--- src/rtl/alb_mss_fab_axi2ibp_rg.sv ---
// AXI3 slave to IBP initiator bridge with region support.
// AR and AW share the single IBP command channel through a round-robin arbiter.
// IBP responses carry no ID, so accepted command IDs are queued in order per direction.
module alb_mss_fab_axi2ibp_rg #(
    parameter int unsigned ID_W          = 4,
    parameter int unsigned RGON_W        = 4,
    parameter int unsigned ADDR_W        = 32,
    parameter int unsigned DATA_W        = 32,
    parameter int unsigned OUT_CMD_NUM   = 8,
    parameter int unsigned OUT_CMD_CNT_W = 3
) (
    input  logic                clk,
    input  logic                rst_a,
    input  logic                bus_clk_en,
    // AXI read command
    input  logic                axi_arvalid,
    output logic                axi_arready,
    input  logic [ID_W-1:0]     axi_arid,
    input  logic [ADDR_W-1:0]   axi_araddr,
    input  logic [RGON_W-1:0]   axi_arregion,
    input  logic [3:0]          axi_arlen,
    input  logic [2:0]          axi_arsize,
    input  logic [1:0]          axi_arburst,
    input  logic [1:0]          axi_arlock,
    input  logic [3:0]          axi_arcache,
    input  logic [2:0]          axi_arprot,
    // AXI write command
    input  logic                axi_awvalid,
    output logic                axi_awready,
    input  logic [ID_W-1:0]     axi_awid,
    input  logic [ADDR_W-1:0]   axi_awaddr,
    input  logic [RGON_W-1:0]   axi_awregion,
    input  logic [3:0]          axi_awlen,
    input  logic [2:0]          axi_awsize,
    input  logic [1:0]          axi_awburst,
    input  logic [1:0]          axi_awlock,
    input  logic [3:0]          axi_awcache,
    input  logic [2:0]          axi_awprot,
    // AXI write data
    input  logic                axi_wvalid,
    output logic                axi_wready,
    input  logic [DATA_W-1:0]   axi_wdata,
    input  logic [DATA_W/8-1:0] axi_wstrb,
    input  logic                axi_wlast,
    // AXI read data
    output logic                axi_rvalid,
    input  logic                axi_rready,
    output logic [ID_W-1:0]     axi_rid,
    output logic [DATA_W-1:0]   axi_rdata,
    output logic [1:0]          axi_rresp,
    output logic                axi_rlast,
    // AXI write response
    output logic                axi_bvalid,
    input  logic                axi_bready,
    output logic [ID_W-1:0]     axi_bid,
    output logic [1:0]          axi_bresp,
    // IBP command
    output logic                ibp_cmd_valid,
    input  logic                ibp_cmd_accept,
    output logic                ibp_cmd_read,
    output logic [ADDR_W-1:0]   ibp_cmd_addr,
    output logic [RGON_W-1:0]   ibp_cmd_region,
    output logic                ibp_cmd_wrap,
    output logic [2:0]          ibp_cmd_data_size,
    output logic [3:0]          ibp_cmd_burst_size,
    output logic                ibp_cmd_lock,
    output logic                ibp_cmd_excl,
    output logic [1:0]          ibp_cmd_prot,
    output logic [3:0]          ibp_cmd_cache,
    // IBP read data
    input  logic                ibp_rd_valid,
    output logic                ibp_rd_accept,
    input  logic [DATA_W-1:0]   ibp_rd_data,
    input  logic                ibp_rd_last,
    input  logic                ibp_err_rd,
    input  logic                ibp_rd_excl_ok,
    // IBP write data
    output logic                ibp_wr_valid,
    input  logic                ibp_wr_accept,
    output logic [DATA_W-1:0]   ibp_wr_data,
    output logic [DATA_W/8-1:0] ibp_wr_mask,
    output logic                ibp_wr_last,
    // IBP write response
    input  logic                ibp_wr_done,
    input  logic                ibp_wr_excl_done,
    input  logic                ibp_err_wr,
    output logic                ibp_wr_resp_accept
);

    localparam int unsigned CNT_W = OUT_CMD_CNT_W + 1;

    // Pointer increment that wraps at OUT_CMD_NUM, which need not be a power of two
    function automatic logic [OUT_CMD_CNT_W-1:0] ptr_inc(input logic [OUT_CMD_CNT_W-1:0] p);
        if (p == OUT_CMD_CNT_W'(OUT_CMD_NUM - 1)) begin
            return '0;
        end
        return p + 1'b1;
    endfunction

    // Read ID FIFO
    logic [ID_W:0]          rd_mem [OUT_CMD_NUM];
    logic [OUT_CMD_CNT_W-1:0] rd_wptr, rd_rptr;
    logic [CNT_W-1:0]       rd_cnt;
    logic                   rd_full, rd_empty, rd_push, rd_pop;
    logic [ID_W:0]          rd_head;

    // Write ID FIFO
    logic [ID_W:0]          wr_mem [OUT_CMD_NUM];
    logic [OUT_CMD_CNT_W-1:0] wr_wptr, wr_rptr;
    logic [CNT_W-1:0]       wr_cnt;
    logic                   wr_full, wr_empty, wr_push, wr_pop;
    logic [ID_W:0]          wr_head;

    // Arbitration and write credit
    logic                   rr_wr;      // 1: write has priority on the next tie
    logic                   rd_elig, wr_elig, sel_rd, sel_wr;
    logic [CNT_W-1:0]       wcredit;
    logic                   has_credit, w_last_hs;
    logic                   unused_ok;

    assign unused_ok = ^{axi_arprot[1], axi_awprot[1]};

    assign rd_full  = (rd_cnt == CNT_W'(OUT_CMD_NUM));
    assign rd_empty = (rd_cnt == '0);
    assign wr_full  = (wr_cnt == CNT_W'(OUT_CMD_NUM));
    assign wr_empty = (wr_cnt == '0);

    assign rd_elig = axi_arvalid & ~rd_full;
    assign wr_elig = axi_awvalid & ~wr_full;
    assign sel_rd  = rd_elig & (~wr_elig | ~rr_wr);
    assign sel_wr  = wr_elig & (~rd_elig | rr_wr);

    assign ibp_cmd_valid = rst_a & (rd_elig | wr_elig);
    assign axi_arready   = rst_a & sel_rd & ibp_cmd_accept & bus_clk_en;
    assign axi_awready   = rst_a & sel_wr & ibp_cmd_accept & bus_clk_en;
    assign ibp_cmd_read  = sel_rd;

    assign rd_push = axi_arready;
    assign wr_push = axi_awready;

    // Command field mux: the winning channel drives every IBP command field
    always_comb begin
        if (sel_rd) begin
            ibp_cmd_addr       = axi_araddr;
            ibp_cmd_region     = axi_arregion;
            ibp_cmd_wrap       = (axi_arburst == 2'b10);
            ibp_cmd_data_size  = axi_arsize;
            ibp_cmd_burst_size = axi_arlen;
            ibp_cmd_lock       = (axi_arlock == 2'b10);
            ibp_cmd_excl       = (axi_arlock == 2'b01);
            ibp_cmd_prot       = {axi_arprot[2], axi_arprot[0]};
            ibp_cmd_cache      = axi_arcache;
        end else begin
            ibp_cmd_addr       = axi_awaddr;
            ibp_cmd_region     = axi_awregion;
            ibp_cmd_wrap       = (axi_awburst == 2'b10);
            ibp_cmd_data_size  = axi_awsize;
            ibp_cmd_burst_size = axi_awlen;
            ibp_cmd_lock       = (axi_awlock == 2'b10);
            ibp_cmd_excl       = (axi_awlock == 2'b01);
            ibp_cmd_prot       = {axi_awprot[2], axi_awprot[0]};
            ibp_cmd_cache      = axi_awcache;
        end
    end

    // Round-robin pointer flips on every accepted command
    always_ff @(posedge clk or negedge rst_a) begin
        if (!rst_a) begin
            rr_wr <= 1'b0;
        end else if (bus_clk_en && (rd_push || wr_push)) begin
            rr_wr <= ~rr_wr;
        end
    end

    // Write data: only released once its AW has been accepted (credit non-zero)
    assign has_credit   = (wcredit != '0);
    assign ibp_wr_valid = rst_a & axi_wvalid & has_credit;
    assign axi_wready   = rst_a & ibp_wr_accept & has_credit & bus_clk_en;
    assign ibp_wr_data  = axi_wdata;
    assign ibp_wr_mask  = axi_wstrb;
    assign ibp_wr_last  = axi_wlast;
    assign w_last_hs    = axi_wvalid & axi_wready & axi_wlast;

    // Write credit: +1 per accepted AW, -1 per completed W burst
    always_ff @(posedge clk or negedge rst_a) begin
        if (!rst_a) begin
            wcredit <= '0;
        end else if (bus_clk_en) begin
            if (wr_push && !w_last_hs) begin
                wcredit <= wcredit + 1'b1;
            end else if (!wr_push && w_last_hs) begin
                wcredit <= wcredit - 1'b1;
            end
        end
    end

    // Read data path; ID and exclusive flag come from the oldest outstanding read
    assign rd_head       = rd_mem[rd_rptr];
    assign axi_rvalid    = ibp_rd_valid;
    assign ibp_rd_accept = axi_rready & bus_clk_en;
    assign axi_rdata     = ibp_rd_data;
    assign axi_rlast     = ibp_rd_last;
    assign axi_rid       = rd_empty ? '0 : rd_head[ID_W:1];
    assign axi_rresp     = ibp_err_rd ? 2'b10 :
                           ((~rd_empty & rd_head[0] & ibp_rd_excl_ok) ? 2'b01 : 2'b00);
    assign rd_pop        = ibp_rd_valid & ibp_rd_accept & ibp_rd_last & ~rd_empty;

    // Write response path
    assign wr_head            = wr_mem[wr_rptr];
    assign axi_bvalid         = ibp_wr_done | ibp_wr_excl_done | ibp_err_wr;
    assign ibp_wr_resp_accept = axi_bready & bus_clk_en;
    assign axi_bid            = wr_empty ? '0 : wr_head[ID_W:1];
    assign axi_bresp          = ibp_err_wr ? 2'b10 : (ibp_wr_excl_done ? 2'b01 : 2'b00);
    assign wr_pop             = axi_bvalid & ibp_wr_resp_accept & ~wr_empty;

    // Read FIFO pointers and occupancy; no bypass, so a full FIFO stays full this cycle
    always_ff @(posedge clk or negedge rst_a) begin
        if (!rst_a) begin
            rd_wptr <= '0;
            rd_rptr <= '0;
            rd_cnt  <= '0;
        end else if (bus_clk_en) begin
            if (rd_push) rd_wptr <= ptr_inc(rd_wptr);
            if (rd_pop)  rd_rptr <= ptr_inc(rd_rptr);
            if (rd_push && !rd_pop) begin
                rd_cnt <= rd_cnt + 1'b1;
            end else if (!rd_push && rd_pop) begin
                rd_cnt <= rd_cnt - 1'b1;
            end
        end
    end

    // Read FIFO storage: {id, excl}
    always_ff @(posedge clk) begin
        if (bus_clk_en && rd_push) begin
            rd_mem[rd_wptr] <= {axi_arid, (axi_arlock == 2'b01)};
        end
    end

    // Write FIFO pointers and occupancy
    always_ff @(posedge clk or negedge rst_a) begin
        if (!rst_a) begin
            wr_wptr <= '0;
            wr_rptr <= '0;
            wr_cnt  <= '0;
        end else if (bus_clk_en) begin
            if (wr_push) wr_wptr <= ptr_inc(wr_wptr);
            if (wr_pop)  wr_rptr <= ptr_inc(wr_rptr);
            if (wr_push && !wr_pop) begin
                wr_cnt <= wr_cnt + 1'b1;
            end else if (!wr_push && wr_pop) begin
                wr_cnt <= wr_cnt - 1'b1;
            end
        end
    end

    // Write FIFO storage: {id, excl}
    always_ff @(posedge clk) begin
        if (bus_clk_en && wr_push) begin
            wr_mem[wr_wptr] <= {axi_awid, (axi_awlock == 2'b01)};
        end
    end

    // A response with nothing outstanding is a protocol error on the IBP side
    a_rd_resp_has_cmd: assert property (@(posedge clk) disable iff (!rst_a)
        !(ibp_rd_valid && rd_empty));
    a_wr_resp_has_cmd: assert property (@(posedge clk) disable iff (!rst_a)
        !(axi_bvalid && wr_empty));

endmodule

--- config.mk ---
export PLATFORM = sky130hd
export DESIGN_NAME = alb_mss_fab_axi2ibp_rg
export DESIGN_NICKNAME = d
export VERILOG_FILES = /design/src/rtl/alb_mss_fab_axi2ibp_rg.sv
export SDC_FILE = /design/constraint.sdc
export NUM_CORES = 1
export LEC_CHECK = 0
export ABC_AREA = 1
export ABC_CLOCK_PERIOD_IN_PS = 2300
export CAP_MARGIN = 20
export CORE_ASPECT_RATIO = 0.5
export CORE_MARGIN = 2
export CORE_UTILIZATION = 25
export CTS_CLUSTER_DIAMETER = 200
export DETAILED_ROUTE_END_ITERATION = 6
export PLACE_DENSITY = 0.66
export SETUP_SLACK_MARGIN = 0.5
export SLEW_MARGIN = 20
export SYNTH_ARGS = -nofsm -noshare
export SYNTH_HDL_FRONTEND = slang
export SYNTH_SLANG_ARGS = --single-unit
--- constraint.sdc ---
create_clock -name clk -period 2.3 [get_ports clk]
set_input_delay 0.345 -clock clk [delete_from_list [all_inputs] [get_ports clk]]
set_output_delay 0.345 -clock clk [all_outputs]
set_load 0.1 [all_outputs]
==> results.ini, run 1 <==
[run_status]
status=complete, but fails checks
violations=design-rule violations

[power_and_ir_drop]
p_total_mw=14.4
peakVddDrop_v=0.000668
p_leak_nw=4.77
power_density_nw_per_um2=1220

[clocking]
cts_sinks=97
cts_root_buffer=clkbuf_16
cts_made_buffers=9
clk_latency_ps=350
clockBufferDepth=2
cts_tree=done
h-tree-depth=3
path_clk_slew_ps=70
holdBufCountCts=0

[timing]
finalHoldViolCount=0
finalSetupViolCount=0
finalMaxSlewViolations=0
clock_skew_ps=11.1
fin_crit_ps=2250
rsz0062_at_grt=true
tightestPinTransition_ps=561
fmax_ghz=0.445
fin_crit_sh_pct=97.6
max_slew_margin_pct=62.6

[worst_hold_path]
min_path_type=in2async

[worst_setup_path]
critical_path_class=reg2out
startpoint_type=register
required_ps=1960
r2r_slack_ps=130
worst_setup_path_end_kind=primary output
cp.arrival_ps=1900
cp_max_fo=7

[finish]
design_area_um2=11900
syn2layout_area_growth_pct=100
mostFrequentLayoutCell=nand2_1
layout.nets=1196
drive_gt1_share_pct=46.4
mostFrequentLayoutCells=129 x nand2_1, 128 x clkdlybuf4s50_1, 84 x buf_12, 72 x edfxtp_1, 65 x buf_4
finalNonFillerCells=1287

[floorplanning]
die-height_um=113
core.rowCount=39
dieArea_um2=25000
core-area_um2=23000
start_util_pct=25.7
floorplan.die.width_um=222
io_pins=346

[placed_design]
gp_congestion=0.810
dpl.cell_count=1217
postPlaceCellArea_um2=10100
dpl.hpwl_um=15200
portBuffers=207

[grt]
grt_max_degree=25
grt-ovfl-total=0
grt_pass1_wl_um=31300
grtUsageTotal_pct=16.0
grt_pass1_vias=5924
antenna_found_initial=1

[drt]
wl_um=21200
drt_iter0_drc=297
ant_nets=0
dr.pass1.iters=7
vias=5749
drc=19
routedWlPerCell_um=16.4
vias_per_cell=4.47

[synth]
synth_seq_area_share_pct=47.1
syn_area_um2=5920
synth-edff-count=72
ys.flop_type=edfxtp_1
synth_area_per_cell_um2=8.04
async_reset_ff_share_pct=25.8
syn-num-nets=959
synth_cell_types=27
syn_inst=737
yosysWarnings=0
yosys_register_bits=97

[job]
drv_cap=0

-- power breakdown --
group	internal (mW)	switching [mW]	leakage, nW
registers	2.12	0.364	0.949
clock network	0.864	0.695	0.146
logic	4.15	6.23	3.68
-- kinds of logic (layout without fill, tap and decap cells) --
family          after synthesis  count (layout)  share of synthesized area, %
simple gates                423             423                          28.3
buf+inv                     140             382                          14.5
flops                        97              97                          47.1
compound gates               48              48                          4.29
fa+ha+maj                    20              20                          4.60
xor+xnor                      9               9                          1.33
other cells                   0               1                             0
-- path summary, 6_finish.rpt --
path / from / endpoint / cells past startpoint
worst max register to register: wr_cnt[3] / rd_cnt[3] / 17
worst min register to register: wcredit[3] / wcredit[3] / 2
max in group asynchronous: rst_a / rd_cnt[0] / 3
min in group clk: wcredit[3] / wcredit[3] / 2
worst max-delay path: rd_cnt[1] / ibp_cmd_addr[27] / 8
worst min-delay path: rst_a / wcredit[2] / 2
-- sequential cells by signal, indices dropped and copies added, names as in the netlist --
signal and cells:
rd_cnt 4, rd_mem 40, rd_rptr 3, rd_wptr 3, rr_wr 1, wcredit 4, wr_cnt 4, wr_mem 32
wr_rptr 3, wr_wptr 3
-- through the flow --
stage | worst slack [ps] | util, % | hold slack, ps | TNS, ps
4_1_cts | 41.6 | 49.3 | 115 | 0
2_1_floorplan | -214 | - | 49.4 | -1260
3_5_place_dp | -260 | 43.9 | 519 | -9350
5_1_grt | -15.5 | 51.5 | 139 | -173
3_3_place_gp | -284 | 43.9 | 507 | -9190
6_report | 54.3 | 51.5 | 130 | 0
-- repair_timing --
action | 4_1_cts | 5_1_grt
cloned | 9 | 2
setup endpoints to repair | 143 | 125
pin swaps | 59 | 54
buffers inserted | 29 | 13
resized for setup | 200 | 87
-- routing by layer --
layer	vias to the layer above	GRT usage [%]	part of all wire, %
met5	-	0.569	0
met4	0	4.86	1.9
met3	26	6.05	8.0
met2	216	30.4	55
met1	2745	16.4	35
li1	2762	-	-
-- worst max-delay path: stages (launching register included) --
cell and delay [ps]:
dfrtp_2 430, nor2_4 60, a21oi_4 230, nand2_8 160
buf_12 170, clkbuf_16 170, nand2_4 90, nand2_8 50
buf_12 160
-- layout make-up --
cell class | count | area, um^2
clock inverter | 7 | 85.1
clock buffer | 9 | 225
timing repair inverter | 3 | 21.3
inverter | 46 | 220
sequential | 97 | 2800
tap | 307 | 384
antenna | 1 | 2.50
timing repair buffer | 317 | 4030
fill | 1910 | 11200
multi-input combinational | 500 | 4080
-- cells in the mapped netlist (5+ instances only) --
cell type	count	area share (%)
a21oi_1	5	0.42
buf_2	11	0.93
buf_4	74	9.4
buf_6	5	0.95
dfrtp_1	25	11
edfxtp_1	72	36
ha_1	17	3.6
inv_1	44	2.8
nand2_1	263	17
nand3_1	32	2.7
nand4_1	5	0.53
nor2_1	115	7.3
o21ai_0	41	3.5
xnor2_1	6	0.89
No activity file was read; power rests on OpenSTA's default activity.
==> inputs of run 2 (changes only) <==
Settings changed: TNS_END_PERCENT from default to 50.
==> results.ini, run 2 (synthesized netlist as in run 1, its figures left out) <==
[placed_design]
dpl.hpwl_um=14900  ; -1.6%
post-place-ws_ps=-75.7  ; +185 ps
gp_congestion=0.857  ; +5.7%
postPlaceCellArea_um2=9500  ; -6.0%
portBuffers=207  ; unchanged

[drt]
ant_nets=0  ; unchanged
wl_um=20600  ; -2.6%
dr.pass1.iters=6  ; -1
routedWlPerCell_um=16.3  ; -1.1%
vias=5567  ; -3.2%
drt_iter0_drc=244  ; -18%
drc=17  ; -2
vias_per_cell=4.39  ; -1.7%

[clocking]
cts_sinks=97  ; unchanged
cts_tree=done
path_clk_slew_ps=70  ; about the same
h-tree-depth=3  ; unchanged
cts_made_buffers=9  ; unchanged
clockBufferDepth=2  ; unchanged
holdBufCountCts=0  ; unchanged
cts_root_buffer=clkbuf_16
clk_latency_ps=350  ; about the same

[worst_setup_path]
reg2reg_depth=16  ; -1
cp.arrival_ps=1940  ; +40 ps
worst_r2r_endpoint=wcredit[3]
required_ps=1960  ; about the same
cp_max_fo=13  ; +6
startpoint_type=register
reg2reg_from=wr_cnt[0]
worst_setup_path_end_kind=primary output
r2r_slack_ps=120  ; about the same
critical_path_class=reg2out

[floorplanning]
floorplan.die.width_um=222  ; unchanged
die-height_um=113  ; unchanged
core.rowCount=39  ; unchanged
dieArea_um2=25000  ; unchanged
start_util_pct=25.7  ; unchanged
io_pins=346  ; unchanged
core-area_um2=23000  ; unchanged

[grt]
grt_pass1_vias=5821  ; -1.7%
grt_max_degree=27  ; +8.0%
grt-ovfl-total=0  ; unchanged
antenna_found_initial=0  ; -1
grtUsageTotal_pct=16.2  ; +0.16 points
grt_pass1_wl_um=31300  ; about the same

[timing]
fin_crit_sh_pct=99.5  ; +1.8 points
setup_tns_ps=0  ; unchanged
clock_skew_ps=5.19  ; -5.92 ps
max_slew_margin_pct=64.9  ; +2.3 points
fmax_ghz=0.437  ; -1.8%
fin_crit_ps=2290  ; +42.0 ps
tightestPinTransition_ps=527  ; -34.1 ps
finalSetupViolCount=0  ; unchanged
finalMaxSlewViolations=0  ; unchanged
rsz0062_at_grt=true
setup_ws_ps=12.3  ; -42.0 ps
finalHoldViolCount=0  ; unchanged

[run_status]
status=complete, but fails checks
violations=design-rule violations

[power_and_ir_drop]
p_total_mw=14.0  ; -3.2%
p_leak_nw=4.57  ; -4.2%
power_density_nw_per_um2=1250  ; +2.7%
peakVddDrop_v=0.000680  ; +1.8%

[finish]
drive_gt1_share_pct=43.1  ; -3.3 points
postLayoutCoreUtil_pct=48.5  ; -2.9 points
mostFrequentLayoutCell=nand2_1
regMostFlops=rd_mem
largest_registers=rd_mem: 40 flops, wr_mem: 32 flops
design_area_um2=11200  ; -5.7%
diodes=0  ; -1
layout.nets=1179  ; -1.4%
largest_reg_flops=40  ; unchanged
syn2layout_area_growth_pct=88.6
mostFrequentLayoutCells=165 x nand2_1, 129 x clkdlybuf4s50_1, 82 x buf_12, 72 x edfxtp_1, 63 x nand2_2

[job]
drv_cap=0  ; unchanged

[worst_hold_path]
min_path_type=in2async

-- run 2: cell count changes in the layout (fill, tap and decap cells not counted), sizes merged --
cell           previous run  this run
buf                     183       166
dlymetal6s2s              0         1
dlygate4sd2               3         1
inv                      46        45
clkdlybuf4s50           128       129
clkbuf                   11        10
clkinv                    1         2
diode                     1         0
-- run 2: stage by stage --
stage	instances	hold slack (ps)
floorplan	737	49.4
global placement	1210	514
detailed placement	1210	523
CTS	1262	382
global route	1268	31.3
finish	1268	19.4
-- run 2: worst max-delay path by stage --
| stage | slack [ps] | from | cells after the start | end |
|---|---|---|---|---|
| floorplan | -210 | wr_cnt[0] | 15 | wr_cnt[3] |
| global placement | -50 | axi_arvalid | 9 | ibp_cmd_cache[3] |
| detailed placement | -80 | axi_arvalid | 9 | ibp_cmd_cache[3] |
| CTS | 10 | rd_cnt[3] | 8 | ibp_cmd_lock |
| global route | -70 | rd_cnt[0] | 7 | ibp_cmd_lock |
| finish | 10 | rd_cnt[0] | 7 | ibp_cmd_lock |
-- run 2: metal layers --
| layer | up-vias | track usage (%) | share of wire (%) |
|---|---|---|---|
| met5 | - | 0 | 0 |
| met4 | 0 | 4.73 | 1.5 |
| met3 | 26 | 4.00 | 5.9 |
| met2 | 192 | 30.5 | 54 |
| met1 | 2626 | 18.2 | 39 |
| li1 | 2723 | - | - |
-- run 2: final cells by class --
cell class,instances,area [um^2]
clock buffer,9,225
clock inverter,6,67.6
fill,1996,11900
inverter,46,221
multi-input combinational,500,3530
sequential,97,2800
tap,307,384
timing repair buffer,299,3900
timing repair inverter,4,40.0
-- run 2: repair_timing --
action / 4_1_cts / 5_1_grt
pin swaps: 49 / 94
resized for setup: 183 / 118
gates cloned: 11 / 1
endpoints found under the setup margin: 139 / 151
setup buffers: 26 / 5
-- run 2: critical path: stages, from the launching register on --
cell,delay [ps]
dfrtp_2,450
nor2_4,60
a21oi_4,230
nand2_8,170
buf_12,170
clkbuf_16,170
o21ai_4,150
buf_12,190
-- run 2: where the power goes --
group / total, mW / switching, mW / leakage (nW) / internal, mW
Sequential: 2.51 / 0.391 / 0.947 / 2.12
Combinational: 9.96 / 6.04 / 3.49 / 3.92
Clock: 1.49 / 0.654 / 0.138 / 0.840
Total: 14.0 / 7.09 / 4.57 / 6.88
==> inputs of run 3 (changes only) <==
Settings changed: ABC_AREA 1 to default, PLACE_DENSITY 0.66 to 0.67, RECOVER_POWER from default to 100.
==> results.ini, run 3 <==
[synth]
synth-xor-area-share_pct=1.55  ; +0.22 points
synth_fa_ha_area_share_pct=4.83  ; +0.22 points
synth_cell_types=49  ; +81%
syn_area_um2=5650  ; -4.6%
yosys_register_bits=97  ; unchanged
synth_seq_area_share_pct=49.3  ; +2.3 points
yosys.area.top_type_share_pct=38.3  ; +1.8 points
yosys.area.top_type=edfxtp_1
synth_common_cells=157 x nand2_1, 73 x buf_4, 72 x edfxtp_1
synth_area_per_cell_um2=11.0  ; +37%
synth_most_common_cell=nand2_1
syn_inst=512  ; -31%
ys.flop_type=edfxtp_1
synthSimpleGateAreaFrac_pct=17.8  ; -10 points
synth-compound-area-share_pct=4.10  ; -0.19 points
yosysWarnings=0  ; unchanged
synthTopCellsByArea=edfxtp_1 38%, dfrtp_1 11%, nand2_1 10%, buf_4 9.7%, mux4_2 7.2%
synthMuxAreaShare_pct=10.1  ; +10 points
syn-num-nets=734  ; -23%
synth-edff-count=72  ; unchanged
synth_top_family_by_area=simple AND/OR/NAND/NOR gates
async_reset_ff_share_pct=25.8  ; unchanged

[clocking]
clk_latency_ps=350  ; about the same
clockBufferDepth=2  ; unchanged
cts_sinks=97  ; unchanged
cts_tree=done
path_clk_slew_ps=70  ; about the same
holdBufCountCts=0  ; unchanged
h-tree-depth=3  ; unchanged
cts_root_buffer=clkbuf_16
cts_made_buffers=9  ; unchanged

[worst_hold_path]
hp-start=wcredit[3]
min_path_type=reg2reg
hold_depth=1
whs_endpoint=wcredit[3]

[power_and_ir_drop]
combPwrFrac_pct=70.6  ; -0.7 points
pwr-share-clk_pct=10.7  ; about the same
power_density_nw_per_um2=1210  ; -3.3%
internal_power_mw=6.83  ; -0.73%
p_leak_nw=4.31  ; -5.6%
peakVddDrop_v=0.000649  ; -4.6%
p_total_mw=13.3  ; -5.1%
seqPwrFrac_pct=18.7  ; +0.7 points
p_sw_mw=6.42  ; -9.4%
swShare_pct=48.5  ; -2.3 points

[drt]
ant_nets=0  ; unchanged
dr.pass1.iters=4  ; -2
wl_um=19000  ; -8.0%
drc=0  ; -17
vias=4644  ; -17%
drt_iter0_drc=116  ; -52%
routedWlPerCell_um=18.4  ; +13%
vias_per_cell=4.49  ; +2.3%

[worst_setup_path]
worst_r2r_endpoint=wr_cnt[3]
startpoint_type=register
critical_path_class=reg2out
r2r_slack_ps=-250  ; -370 ps
worst_setup_path_end_kind=primary output
reg2reg_depth=12  ; -4
cp_max_fo=10  ; -3
required_ps=1960  ; about the same
cp.arrival_ps=2210  ; +270 ps
reg2reg_from=rd_cnt[2]

[finish]
design_area_um2=11000  ; -1.8%
diodes=0  ; unchanged
postLayoutCoreUtil_pct=50.0  ; +1.5 points
layout.nets=952  ; -19%
regMostFlops=rd_mem
largest_reg_flops=40  ; unchanged
mostFrequentLayoutCell=clkdlybuf4s50_1
drive_gt1_share_pct=54.9  ; +12 points
largest_registers=rd_mem: 40 flops, wr_mem: 32 flops
fillers=1804  ; -9.6%
mostFrequentLayoutCells=117 x clkdlybuf4s50_1, 76 x buf_12, 72 x edfxtp_1, 57 x buf_4, 54 x nand2_8
syn2layout_area_growth_pct=94.1
multiInputGateArea_um2=3810  ; +7.8%
seqCellArea_um2=2790  ; -0.45%

[placed_design]
portBuffers=207  ; unchanged
post-place-ws_ps=-393  ; -317 ps
dpl.hpwl_um=14400  ; -3.5%
postPlaceCellArea_um2=9840  ; +3.6%
gp_congestion=0.759  ; -11%

[floorplanning]
start_util_pct=25.8  ; +0.057 points
dieArea_um2=23900  ; -4.5%
floorplan.die.width_um=217  ; -2.3%
core.rowCount=38  ; -2.6%
die-height_um=110  ; -2.3%
core-area_um2=21900  ; -4.8%
io_pins=346  ; unchanged

[timing]
finalSetupViolCount=69  ; +69
rsz0062_at_grt=true
clock_skew_ps=7.74  ; +2.55 ps
tightestPinTransition_ps=1180  ; +657 ps
finalMaxSlewViolations=0  ; unchanged
fmax_ghz=0.392  ; -10%
finalHoldViolCount=0  ; unchanged
max_slew_margin_pct=21.4  ; -43 points
setup_ws_ps=-251  ; -264 ps
fin_crit_ps=2550  ; +264 ps
setup_tns_ps=-13700  ; -13,700 ps
fin_crit_sh_pct=111  ; +11 points

[grt]
antenna_found_initial=0  ; unchanged
grtUsageTotal_pct=15.3  ; -0.83 points
grt-ovfl-total=0  ; unchanged
grt_pass1_vias=4948  ; -15%
grt_max_degree=30  ; +11%
grt_pass1_wl_um=27700  ; -11%

[run_status]
violations=negative setup slack
status=complete, but fails checks

[job]
drv_cap=0  ; unchanged

run 3: cell types whose count changed after synthesis, sizes merged, moves of 6 or more:
cell	previous run	this run
a22o	0	8
inv	46	9
mux2	0	13
mux4	0	18
nand2	264	157
nand2b	0	8
nand3	34	4
nor2	118	16
nor2b	0	6
o21ai	41	8
run 3: area by class of cell:
| type | instances | share of cell area (%) |
|---|---|---|
| Clock buffer | 9 | 2.05 |
| Clock inverter | 6 | 0.456 |
| Inverter | 9 | 0.570 |
| Multi-Input combinational cell | 316 | 34.7 |
| Sequential cell | 97 | 25.4 |
| Tap cell | 300 | 3.42 |
| Timing Repair Buffer | 297 | 33.4 |
run 3: kinds of logic after synthesis:
kind of cell,Yosys count
flops,97
fa+ha+maj,20
xor+xnor,10
simple gates,222
mux,32
compound gates,32
buf+inv,99
run 3: repair_timing:
action,in CTS,in global routing
endpoints found under the setup margin,156,157
pin swaps,17,22
gates cloned,1,3
setup buffers,12,9
resized for setup,64,109
run 3: worst max-delay path, stage by stage, from the launching register on:
cell and delay (ps):
dfrtp_1 380, or4b_4 580, o211ai_4 130, buf_12 180
inv_12 60, clkbuf_16 180, nand2_2 120, nand2_8 60
buf_12 160
run 3: how the worst max path moves through the flow:
stage,from,end,slack (ps)
2_1_floorplan,wr_cnt[1],wr_cnt[3],-530
3_3_place_gp,bus_clk_en,wr_cnt[3],-380
3_5_place_dp,bus_clk_en,wr_cnt[3],-390
4_1_cts,rd_cnt[0],ibp_cmd_cache[2],-260
5_1_grt,rd_cnt[2],wcredit[3],-320
6_report,rd_cnt[2],ibp_cmd_addr[5],-250
run 3: per-stage QoR:
stage	hold slack, ps	std cells
after CTS	492	1022
final	487	1034
after global placement	477	994
after detailed placement	476	994
after floorplan	49.4	512
after global routing	514	1034
run 3: routing by layer:
| layer | GRT usage (%) | wire (um) |
|---|---|---|
| met1 | 18.4 | 7850 |
| met5 | 2.08 | 33 |
| met2 | 25.7 | 9410 |
| met3 | 5.93 | 1410 |
| met4 | 4.26 | 273 |
run 3: power by group through the flow:
stage | sequential, mW | combinational [mW] | clock (mW)
finish | 2.48 | 9.35 | 1.42
detailed placement | 2.49 | 8.35 | 0
global route | 2.51 | 9.75 | 1.52
CTS | 2.47 | 8.79 | 1.45
global placement | 2.48 | 8.25 | 0
floorplan | 2.39 | 6.07 | 0
